<file path="config.mk">
export PLATFORM = sky130hd
export DESIGN_NAME = imm_materializer
export DESIGN_NICKNAME = d
export VERILOG_FILES = /design/src/rtl/imm_materializer.sv
export SDC_FILE = /design/constraint.sdc
export NUM_CORES = 1
export LEC_CHECK = 0
export BUFFER_PORTS_ARGS = -buffer_cell sky130_fd_sc_hd__buf_2
export CAP_MARGIN = 20
export CORE_MARGIN = 10
export CORE_UTILIZATION = 35
export DETAILED_ROUTE_END_ITERATION = 16
export PLACE_DENSITY_LB_ADDON = 0.12
export SLEW_MARGIN = 20
export SYNTH_ARGS = -nofsm -noshare
export SYNTH_HDL_FRONTEND = slang
export SYNTH_SLANG_ARGS = --single-unit
</file>
<file path="constraint.sdc">
create_clock -name clk -period 2.6 [get_ports clk]
set_input_delay 0.26 -clock clk [delete_from_list [all_inputs] [get_ports clk]]
set_output_delay 0.26 -clock clk [all_outputs]
set_load 0.01 [all_outputs]
</file>
<file path="src/rtl/imm_materializer.sv">
// Turns a (rd, 32-bit constant) request into the shortest RV32I ADDI/LUI sequence that rebuilds it.
// One registered output slot; a LUI+ADDI pair holds the ADDI until the LUI has been taken.
module imm_materializer #(
    parameter bit LUI_ONLY_OPT = 1'b1,
    parameter bit X0_AS_NOP    = 1'b1
) (
    input  logic        clk,
    input  logic        rstn,
    input  logic        reqValid,
    output logic        reqReady,
    input  logic [4:0]  reqRd,
    input  logic [31:0] reqValue,
    output logic        instrValid,
    input  logic        instrReady,
    output logic [31:0] instrOut,
    output logic        instrLast
);

    typedef enum logic [1:0] {
        IDLE,
        EMIT1,
        EMIT2_PENDING,
        EMIT2
    } state_t;

    localparam logic [31:0] NOP = 32'h0000_0013;

    function automatic logic [31:0] enc_addi(input logic signed [11:0] imm12,
                                             input logic [4:0] rs1,
                                             input logic [4:0] rd);
        return {imm12, rs1, 3'b000, rd, 7'b0010011};
    endfunction

    function automatic logic [31:0] enc_lui(input logic [19:0] imm20,
                                            input logic [4:0] rd);
        return {imm20, rd, 7'b0110111};
    endfunction

    state_t      state_q, state_d;
    logic [31:0] instr_q, instr_d;
    logic        last_q, last_d;
    logic [31:0] pend_q, pend_d;

    logic               hs;
    logic               accept;
    logic signed [11:0] lo;
    logic [19:0]        up;
    logic               fit12;
    logic               lui0;

    assign instrValid = (state_q != IDLE);
    assign instrOut   = instr_q;
    assign instrLast  = last_q;

    assign hs       = instrValid && instrReady;
    assign reqReady = rstn && ((state_q == IDLE) ||
                               (hs && last_q && (state_q != EMIT2_PENDING)));
    assign accept   = reqValid && reqReady;

    // ADDI sign-extends its immediate, so the LUI part absorbs a borrow when lo[11] is set.
    assign lo    = reqValue[11:0];
    assign up    = reqValue[31:12] + {19'd0, reqValue[11]};
    assign fit12 = (&reqValue[31:11]) || !(|reqValue[31:11]);
    assign lui0  = !fit12 && (reqValue[11:0] == 12'd0) && LUI_ONLY_OPT;

    always_comb begin
        state_d = state_q;
        instr_d = instr_q;
        last_d  = last_q;
        pend_d  = pend_q;

        case (state_q)
            EMIT2_PENDING: begin
                if (hs) begin
                    state_d = EMIT2;
                    instr_d = pend_q;
                    last_d  = 1'b1;
                end
            end
            EMIT1, EMIT2: begin
                if (hs) begin
                    state_d = IDLE;
                    instr_d = 32'd0;
                    last_d  = 1'b0;
                end
            end
            default: ;
        endcase

        // Acceptance only happens from IDLE or on the final handshake, so it overrides the above.
        if (accept) begin
            if (reqRd == 5'd0) begin
                if (X0_AS_NOP) begin
                    state_d = EMIT1;
                    instr_d = NOP;
                    last_d  = 1'b1;
                end else begin
                    state_d = IDLE;
                    instr_d = 32'd0;
                    last_d  = 1'b0;
                end
            end else if (fit12) begin
                state_d = EMIT1;
                instr_d = enc_addi(lo, 5'd0, reqRd);
                last_d  = 1'b1;
            end else if (lui0) begin
                state_d = EMIT1;
                instr_d = enc_lui(reqValue[31:12], reqRd);
                last_d  = 1'b1;
            end else begin
                state_d = EMIT2_PENDING;
                instr_d = enc_lui(up, reqRd);
                last_d  = 1'b0;
                pend_d  = enc_addi(lo, reqRd, reqRd);
            end
        end
    end

    always_ff @(posedge clk or negedge rstn) begin
        if (!rstn) begin
            state_q <= IDLE;
            instr_q <= 32'd0;
            last_q  <= 1'b0;
            pend_q  <= 32'd0;
        end else begin
            state_q <= state_d;
            instr_q <= instr_d;
            last_q  <= last_d;
            pend_q  <= pend_d;
        end
    end

endmodule

</file>
* Yosys cells after proc, flatten, opt, wreduce, memory -nomap -nowiden *
Index checks and enable logic that the tools add are counted.

storage, ports and cells
  flip-flop bits (word level) = 60
  word-level logic and storage cells = 55
  input port bits = 41
  output and inout port bits = 35

cells by class
  equality and inequality tests = 6
  multiplexer cells = 21
  bitwise logic cells = 3
  reductions and logical operators = 20
  $add $sub $neg = 1

operators with widths
  cell                                                  number
  two-way mux 32 bit                                    6
  one-hot mux 32 bit (2 select lines)                   1
  AND reduction 21 bit                                  1
  OR reduction 21 bit                                   1
  adder 20 x 1 -> 20 bit                                1
  logical NOT 12 bit                                    1
  two-way mux 2 bit                                     6
  logical AND 1 bit                                     6
  two-way mux 1 bit                                     6
  != test 3 bit (second input constant)                 2
  logical NOT 5 bit                                     1
  equality test 2 bit (second input constant)           2
  one-hot mux 2 bit (2 select lines)                    1
  AND reduction 4 bit                                   1
  NOT 1 bit                                             3
  AND reduction 3 bit                                   1
  nonzero test 3 bit                                    1
  equality test 2 x 1 -> 1 bit (second input constant)  1
  logical NOT 1 bit                                     2
  logical NOT 2 bit                                     1
  logical OR 1 bit                                      2
  != test 2 bit (second input constant)                 1
  one-hot mux 1 bit (2 select lines)                    1
  nonzero test 2 bit                                    1
  OR reduction 2 bit                                    1

* Longest topological paths before layout *
Gate-level depths: netlist (run 1).

  depth in word-level cells = 9
  gate-level depth with buffers = 9
  depth with buffers taken out = 8

* Worst setup path before layout (run 1) *
No wires, ideal clock.

  path type = register to register
  start = register state_q[1]
  end = register pend_q[18]
  clock period less this slack = 1.949 ns
  cell stages (with the launch flop) = 8
  buffers on the path = 2
  data arrival time = 1.823 ns
  data required time = 2.475 ns
  setup time = 0.125 ns
  path slack = 0.651 ns
  cell sequence = dfrtp_1 or2_1 buf_2 a21oi_4 o21a_1 and3_4 buf_6 mux2_4

between the ends
  longest elaborated chain between the ends = 8
  elaborated cells on any way between the ends = 10
  those cells by class = 1 x eq/ne; 9 x reduce/logical

RTL lines
  item                             RTL line  RTL
  from (decl)                      39        state_t state_q, state_d;
  from (signal assigned)           126       state_q <= state_d;
  nonzero test 2 bit               51        assign instrValid = (state_q != IDLE);
  net instrValid                   13        output logic instrValid,
  logical AND 1 bit                55        assign hs = instrValid && instrReady;
  logical AND 1 bit (2 in series)  57        (hs && last_q && (state_q != EMIT2_PENDING)));
  logical OR 1 bit                 56        assign reqReady = rstn && ((state_q == IDLE) ||
  logical AND 1 bit                56
  logical AND 1 bit                58        assign accept = reqValid && reqReady;
  AND reduction 4 bit (no line)    -
  to (signal assigned)             129       pend_q <= pend_d;
  to (decl)                        42        logic [31:0] pend_q, pend_d;

The timed path passes the listed nets, and every way through them passes these cells.
A chain may end at the register's enable or synchronous reset.

* Worst setup path in the final report (run 1) *
  start = input rstn
  end = output reqReady

between the ends
  longest elaborated chain between the ends = 1

RTL lines
  item               RTL line  RTL
  from (decl)        8         input logic rstn,
  logical AND 1 bit  56
  to (decl)          10        output logic reqReady,

No other way between the ends.

==> impl_table.tex, run 1 <==
\begin{tabular}{lr}
\hline
Metric & Value \\
\hline
\multicolumn{2}{l}{\textbf{Floorplan}} \\
Die Ht & 109 um \\
Die width & 109 um \\
Core footprint & 7690 um2 \\
Die area & 11800 um2 \\
Number of cell rows & 32 \\
Io pins & 76 \\
Starting Density & 35.8\% \\
\multicolumn{2}{l}{\textbf{Worst setup path}} \\
Cell with the biggest individual delay on the critical path & dlygate4sd3\_1 \\
Arrival @ worst endpoint & 1980 ps \\
Most used cell along the critical path & buf\_2 \\
CP cell instances & dlygate4sd3\_1 > buf\_2 > buf\_4 > a21boi\_0 > buf\_2 \\
Reg2reg path depth & 5 \\
Peak fanout along the critical path & 48 \\
Maximum single-stage delay on the critical path & 520 ps \\
Type of destination of the critical path & output pin \\
Worst Path Required & 2340 ps \\
Worst Path Class, Setup & input pin to output pin \\
Element type at the critical path start & input pin \\
\multicolumn{2}{l}{\textbf{Clock network}} \\
Skew-Pair Late Insertion Delay & 300 ps \\
Clock H-tree levels & 2 \\
Number of sinks handled by clock tree synthesis & 48 \\
Cell at the root of the clock tree & clkbuf\_8 \\
Number of clock buffers inserted by TritonCTS & 5 \\
Clock transition time at the flip-flop clock pins of the worst setup and hold paths & 100 ps \\
TritonCTS clock tree & done \\
Maximum count of clock buffers along a single path & 2 \\
\multicolumn{2}{l}{\textbf{Finish}} \\
Area overhead of the layout relative to synthesis & 20.5\% \\
Antenna diode instance count & 0 \\
Fraction of layout cells with a size suffix above 1 & 33.2\% \\
Net count of the finished layout & 389 \\
Number of standard cells in the final layout excluding fillers & 448 \\
\multicolumn{2}{l}{\textbf{Yosys}} \\
Async set or reset register ratio after synthesis & 100\% \\
Fraction of the yosys area taken by sequential cells & 43.6\% \\
EDFF count, synth & 0 \\
Netlist Area Pre-Place & 2750 um2 \\
Number of distinct library cells after synthesis & 49 \\
Average cell area after synthesis & 10.0 um2 \\
Top FF cell, synth & dfrtp\_1 \\
Number of warning messages in the yosys log & 0 \\
Yosys reg bits & 48 \\
Synth Instances & 274 \\
\multicolumn{2}{l}{\textbf{Drt}} \\
Via density per instance & 5.11 \\
DRC marker count from the first detailed-route iteration & 130 \\
Count of antenna-violating nets left after detailed routing & 0 \\
DRC violations left & 0 \\
Drt pass-1 iters & 4 \\
Vias & 2291 \\
Routed wirelength normalized by instance count & 18.4 um \\
Wire length reported by the detailed router & 8250 um \\
\multicolumn{2}{l}{\textbf{Global route}} \\
Maximum number of pins on one net before global-route repair & 49 \\
First-pass GRT wire length & 13100 um \\
Overall Global Routing Usage & 14.1\% \\
Vias in the first global route & 2419 \\
Number of antenna violations at the first check in global routing & 0 \\
Overflow left after global routing & 0 \\
\multicolumn{2}{l}{\textbf{Power and ir drop}} \\
Power per cell area & 949 nW/um2 \\
Largest vdd supply drop & 281 uV \\
Total leakage power & 1.53 nW \\
\multicolumn{2}{l}{\textbf{STA}} \\
Endpoints failing setup & 0 \\
Setup repair after global routing missed its margin & no \\
Share of the clock period used by the worst path & 86.2\% \\
Number of slew-limit violations in the final report & 0 \\
Max frequency & 446 MHz \\
Max\_slew headroom & 56.7\% \\
Min cycle time layout & 2240 ps \\
Fin. Hold Viols & 0 \\
Slew at the pin closest to its max-slew limit & 646 ps \\
Clock Skews & 6.81 ps \\
Setup Total Neg Slack & 0 ps \\
\multicolumn{2}{l}{\textbf{Job}} \\
Max-cap check violation count & 0 \\
\multicolumn{2}{l}{\textbf{Min path}} \\
Classification of the worst-slack hold path & input pin to flop \\
Cell depth of the worst hold path & 2 \\
\multicolumn{2}{l}{\textbf{Place}} \\
RePlAce Congestion & 0.895 \\
Cells after DPL & 439 \\
Number of buffers inserted by port buffering & 73 \\
Final HPWL from detailed placement & 6530 um \\
\multicolumn{2}{l}{\textbf{Run status}} \\
Status & complete, no violations \\
\hline
\end{tabular}
==> power by group <==
part	internal [mW]	switching [mW]
clock	0.290	0.260
combinational	0.633	0.659
sequential	1.08	0.227
==> layout by cell type (no fill, tap or decap), types with 8 or more instances in the layout <==
master   instances
o21ai_0         20
xor2_1           8
nand3_1         16
nand2_1         34
nor2_1          16
a22oi_1          9
dfrtp_1         48
xnor2_1          9
mux2_4          16
buf_2           73
==> sequential cells by signal (all words and copies together) (netlist names) <==
| signal | cells |
|---|---|
| instrLast | 1 |
| pend_q | 18 |
| state_q | 2 |
| instrOut | 27 |
==> kinds of logic (layout without fill, tap and decap cells) <==
kind of cell,count (synthesis),count (layout),synth area share [%]
flops,48,48,43.6
mux,18,18,9.50
fa+ha+maj,3,3,1.36
compound gates,61,61,15.7
xor+xnor,17,17,5.41
simple gates,105,105,19.9
other cells,1,2,0.136
buf+inv,21,92,4.41
==> metal layers <==
layer	routed length (um)	share of wire, %	GRT usage (%)
met1	3910	47	19.4
met2	3820	46	21.8
met3	411	5.0	3.30
met4	111	1.3	3.58
met5	0	0	0
==> final timing paths <==
path,from,endpoint,slack (ps)
setup reg to reg,state_q[0],pend_q[17],490
setup / recovery,rstn,reqReady,360
hold / removal,reqRd[3],pend_q[18],210
min in group asynchronous,rstn,state_q[1],290
hold reg to reg,instrOut[10],instrOut[10],480
max in group asynchronous,rstn,pend_q[29],1490
==> per-stage QoR <==
stage	cell area [um2]	hold slack, ps	setup WS [ps]	total power, mW	utilization [%]
2_1_floorplan	2760	-35.6	651	2.15	-
3_3_place_gp	3190	86.9	388	2.62	41.5
3_5_place_dp	3190	86.6	375	2.62	41.5
4_1_cts	3310	201	200	3.19	43.1
5_1_grt	3320	201	220	3.38	43.1
6_report	3320	211	359	3.15	43.1
==> worst max-delay path, delay by kind of cell <==
kind	cells	cell delay (ps)
buffers and inverters	4	1390
AOI/OAI and AO/OA	1	310
==> what timing repair did <==
action                                  in CTS  in global routing
endpoints found under the hold margin        1                  0
gates resized for setup                      0                  1
endpoints found under the setup margin       0                  2
hold buffers                                 1                  0
buffers inserted                             0                  0
==> cell usage after synthesis (2+ instances only) <==
master | number | area (um2)
xor2_1 | 8 | 70.1
nor4_1 | 7 | 43.8
mux2_4 | 16 | 240
o22a_1 | 2 | 17.5
o21ai_0 | 20 | 100
nor2_1 | 17 | 63.8
a31oi_1 | 4 | 25.0
buf_6 | 2 | 22.5
buf_4 | 6 | 45.0
a21oi_1 | 3 | 15.0
a22o_1 | 4 | 35.0
clkbuf_1 | 4 | 15.0
nor3_1 | 3 | 15.0
nand2b_1 | 2 | 12.5
a22oi_1 | 9 | 67.6
inv_1 | 4 | 15.0
and2_1 | 2 | 12.5
nand4_1 | 5 | 31.3
a221o_1 | 6 | 60.1
o211ai_1 | 3 | 22.5
nand2_1 | 34 | 128
or2_2 | 2 | 12.5
a21o_1 | 3 | 22.5
nand3_1 | 16 | 80.1
ha_1 | 3 | 37.5
xnor2_1 | 9 | 78.8
or2_1 | 2 | 12.5
and3_1 | 4 | 25.0
o221ai_1 | 2 | 17.5
nor2b_1 | 3 | 18.8
dfrtp_1 | 48 | 1200
buf_2 | 4 | 20.0
==> cell type report <==
class,count,area (um2)
Clock buffer,5,68.8
Clock inverter,3,46.3
Fill cell,802,4370
Inverter,4,15.0
Multi-Input combinational cell,206,1440
Sequential cell,48,1200
Tap cell,102,128
Timing Repair Buffer,80,420
(Power assumes the default switching activity.)
==> run 2: changes to the inputs <==
--- a/config.mk
+++ b/config.mk
@@ -11,6 +11,7 @@
 export CORE_UTILIZATION = 35
 export DETAILED_ROUTE_END_ITERATION = 16
 export PLACE_DENSITY_LB_ADDON = 0.12
+export SETUP_SLACK_MARGIN = 0.5
 export SLEW_MARGIN = 20
 export SYNTH_ARGS = -nofsm -noshare
 export SYNTH_HDL_FRONTEND = slang
==> impl_table.tex, run 2 (synthesis gave the netlist of run 1 again) <==
\begin{tabular}{lr}
\hline
Metric & Value \\
\hline
\multicolumn{2}{l}{\textbf{STA}} \\
Max\_slew headroom & 58.8\% \\
Slew at the pin closest to its max-slew limit & 616 ps \\
Max frequency & 507 MHz \\
Number of slew-limit violations in the final report & 0 \\
Fin. Hold Viols & 0 \\
Endpoints failing setup & 0 \\
Min cycle time layout & 1970 ps \\
Setup Total Neg Slack & 0 ps \\
Share of the clock period used by the worst path & 75.8\% \\
Setup repair after global routing missed its margin & no \\
Clock Skews & 7.53 ps \\
\multicolumn{2}{l}{\textbf{Global route}} \\
Number of antenna violations at the first check in global routing & 0 \\
First-pass GRT wire length & 13300 um \\
Overflow left after global routing & 0 \\
Maximum number of pins on one net before global-route repair & 49 \\
Overall Global Routing Usage & 14.3\% \\
Vias in the first global route & 2422 \\
\multicolumn{2}{l}{\textbf{Finish}} \\
Antenna diode instance count & 0 \\
Fraction of layout cells with a size suffix above 1 & 34.3\% \\
Filler cell count in the final layout & 805 \\
Most common library cell in the layout ignoring fill and taps & buf\_2 \\
Final standard cell area without fillers & 3340 um2 \\
Final core utilization & 43.4\% \\
Net count of the finished layout & 390 \\
Commonest cells after routing, fill and taps aside & 73 x buf\_2, 48 x dfrtp\_1, 34 x nand2\_1 \\
Number of standard cells in the final layout excluding fillers & 449 \\
Area overhead of the layout relative to synthesis & 21.2\% \\
Max reg flops & 27 \\
\multicolumn{2}{l}{\textbf{Clock network}} \\
Cell at the root of the clock tree & clkbuf\_8 \\
Maximum count of clock buffers along a single path & 2 \\
TritonCTS clock tree & done \\
Number of sinks handled by clock tree synthesis & 48 \\
Skew-Pair Late Insertion Delay & 300 ps \\
Clock transition time at the flip-flop clock pins of the worst setup and hold paths & 90 ps \\
Clock H-tree levels & 2 \\
Number of clock buffers inserted by TritonCTS & 5 \\
\multicolumn{2}{l}{\textbf{Floorplan}} \\
Starting Density & 35.8\% \\
Die width & 109 um \\
Io pins & 76 \\
Core footprint & 7690 um2 \\
Die area & 11800 um2 \\
Number of cell rows & 32 \\
Die Ht & 109 um \\
\multicolumn{2}{l}{\textbf{Worst setup path}} \\
Element type at the critical path start & flop \\
Peak fanout along the critical path & 26 \\
Worst Path Class, Setup & flop to flop \\
Reg2reg path depth & 5 \\
Worst Path Required & 2790 ps \\
Type of destination of the critical path & flop \\
Arrival @ worst endpoint & 2160 ps \\
\multicolumn{2}{l}{\textbf{Place}} \\
Final HPWL from detailed placement & 6530 um \\
RePlAce Congestion & 0.895 \\
Dpl cell area & 3190 um2 \\
Number of buffers inserted by port buffering & 73 \\
Cells after DPL & 439 \\
\multicolumn{2}{l}{\textbf{Drt}} \\
Drt pass-1 iters & 4 \\
Via density per instance & 5.15 \\
DRC marker count from the first detailed-route iteration & 130 \\
Routed wirelength normalized by instance count & 18.7 um \\
Count of antenna-violating nets left after detailed routing & 0 \\
Wire length reported by the detailed router & 8420 um \\
Vias & 2312 \\
DRC violations left & 0 \\
\multicolumn{2}{l}{\textbf{Power and ir drop}} \\
Largest vdd supply drop & 286 uV \\
Power per cell area & 951 nW/um2 \\
Total leakage power & 1.54 nW \\
\multicolumn{2}{l}{\textbf{Run status}} \\
Status & complete, no violations \\
\multicolumn{2}{l}{\textbf{Job}} \\
Max-cap check violation count & 0 \\
\multicolumn{2}{l}{\textbf{Min path}} \\
Classification of the worst-slack hold path & input pin to asynchronous set/reset pin \\
\hline
\end{tabular}
## run 2: final timing paths
| check | startpoint | endpoint | slack, ps |
|---|---|---|---|
| worst max-delay path | state_q[0] | instrOut[29] | 630 |
| worst min-delay path | rstn | instrOut[14] | 140 |
| worst max register to register | state_q[0] | instrOut[29] | 630 |
| worst min register to register | pend_q[4] | pend_q[4] | 480 |
| max in group asynchronous | rstn | instrOut[20] | 2050 |
| min in group clk | reqRd[3] | pend_q[18] | 210 |
## run 2: power by group
part           switching [mW]  total [mW]  internal [mW]  leakage (nW)
Clock                   0.262       0.552          0.290        0.0548
Combinational           0.671        1.32          0.644         0.896
Sequential              0.229        1.31           1.08         0.592
## run 2: timing repair
| action | CTS | global route |
|---|---|---|
| hold buffers | 1 | 0 |
| cloned | 1 | 0 |
| pin swaps | 1 | 0 |
| setup buffers | 0 | 0 |
| endpoints found under the hold margin | 1 | 0 |
| gates resized for setup | 1 | 4 |
| setup endpoints to repair | 14 | 27 |
## run 2: worst max-delay path, cell delays in order, from the launching register on
cell	delay (ps)
dfrtp_1	480
nor4bb_1	480
a21oi_2	100
buf_4	260
a22o_1	270
a221o_1	260
## run 2: metrics by stage
step	worst slack [ps]	hold slack [ps]	total power, mW
floorplan	651	-35.6	2.15
global placement	388	86.9	2.62
detailed placement	375	86.6	2.62
CTS	487	176	3.19
global route	545	195	3.40
finish	629	141	3.17
## run 2: per-layer routing
metal	wire, um	track usage, %	vias up
met5	0	0	-
met4	89	2.92	0
met3	391	3.24	8
met1	4000	19.9	1117
met2	3940	22.2	57
li1	-	-	1130
## run 2: final cells by class
type	count	area, um2	area share, %
inverters	4	15.0	0.450
clock buffers	5	68.8	2.06
multi-input cells	207	1460	43.7
clock inverters	3	46.3	1.39
well taps	102	128	3.82
flip-flops and latches	48	1200	36.0
repair buffers	80	420	12.6
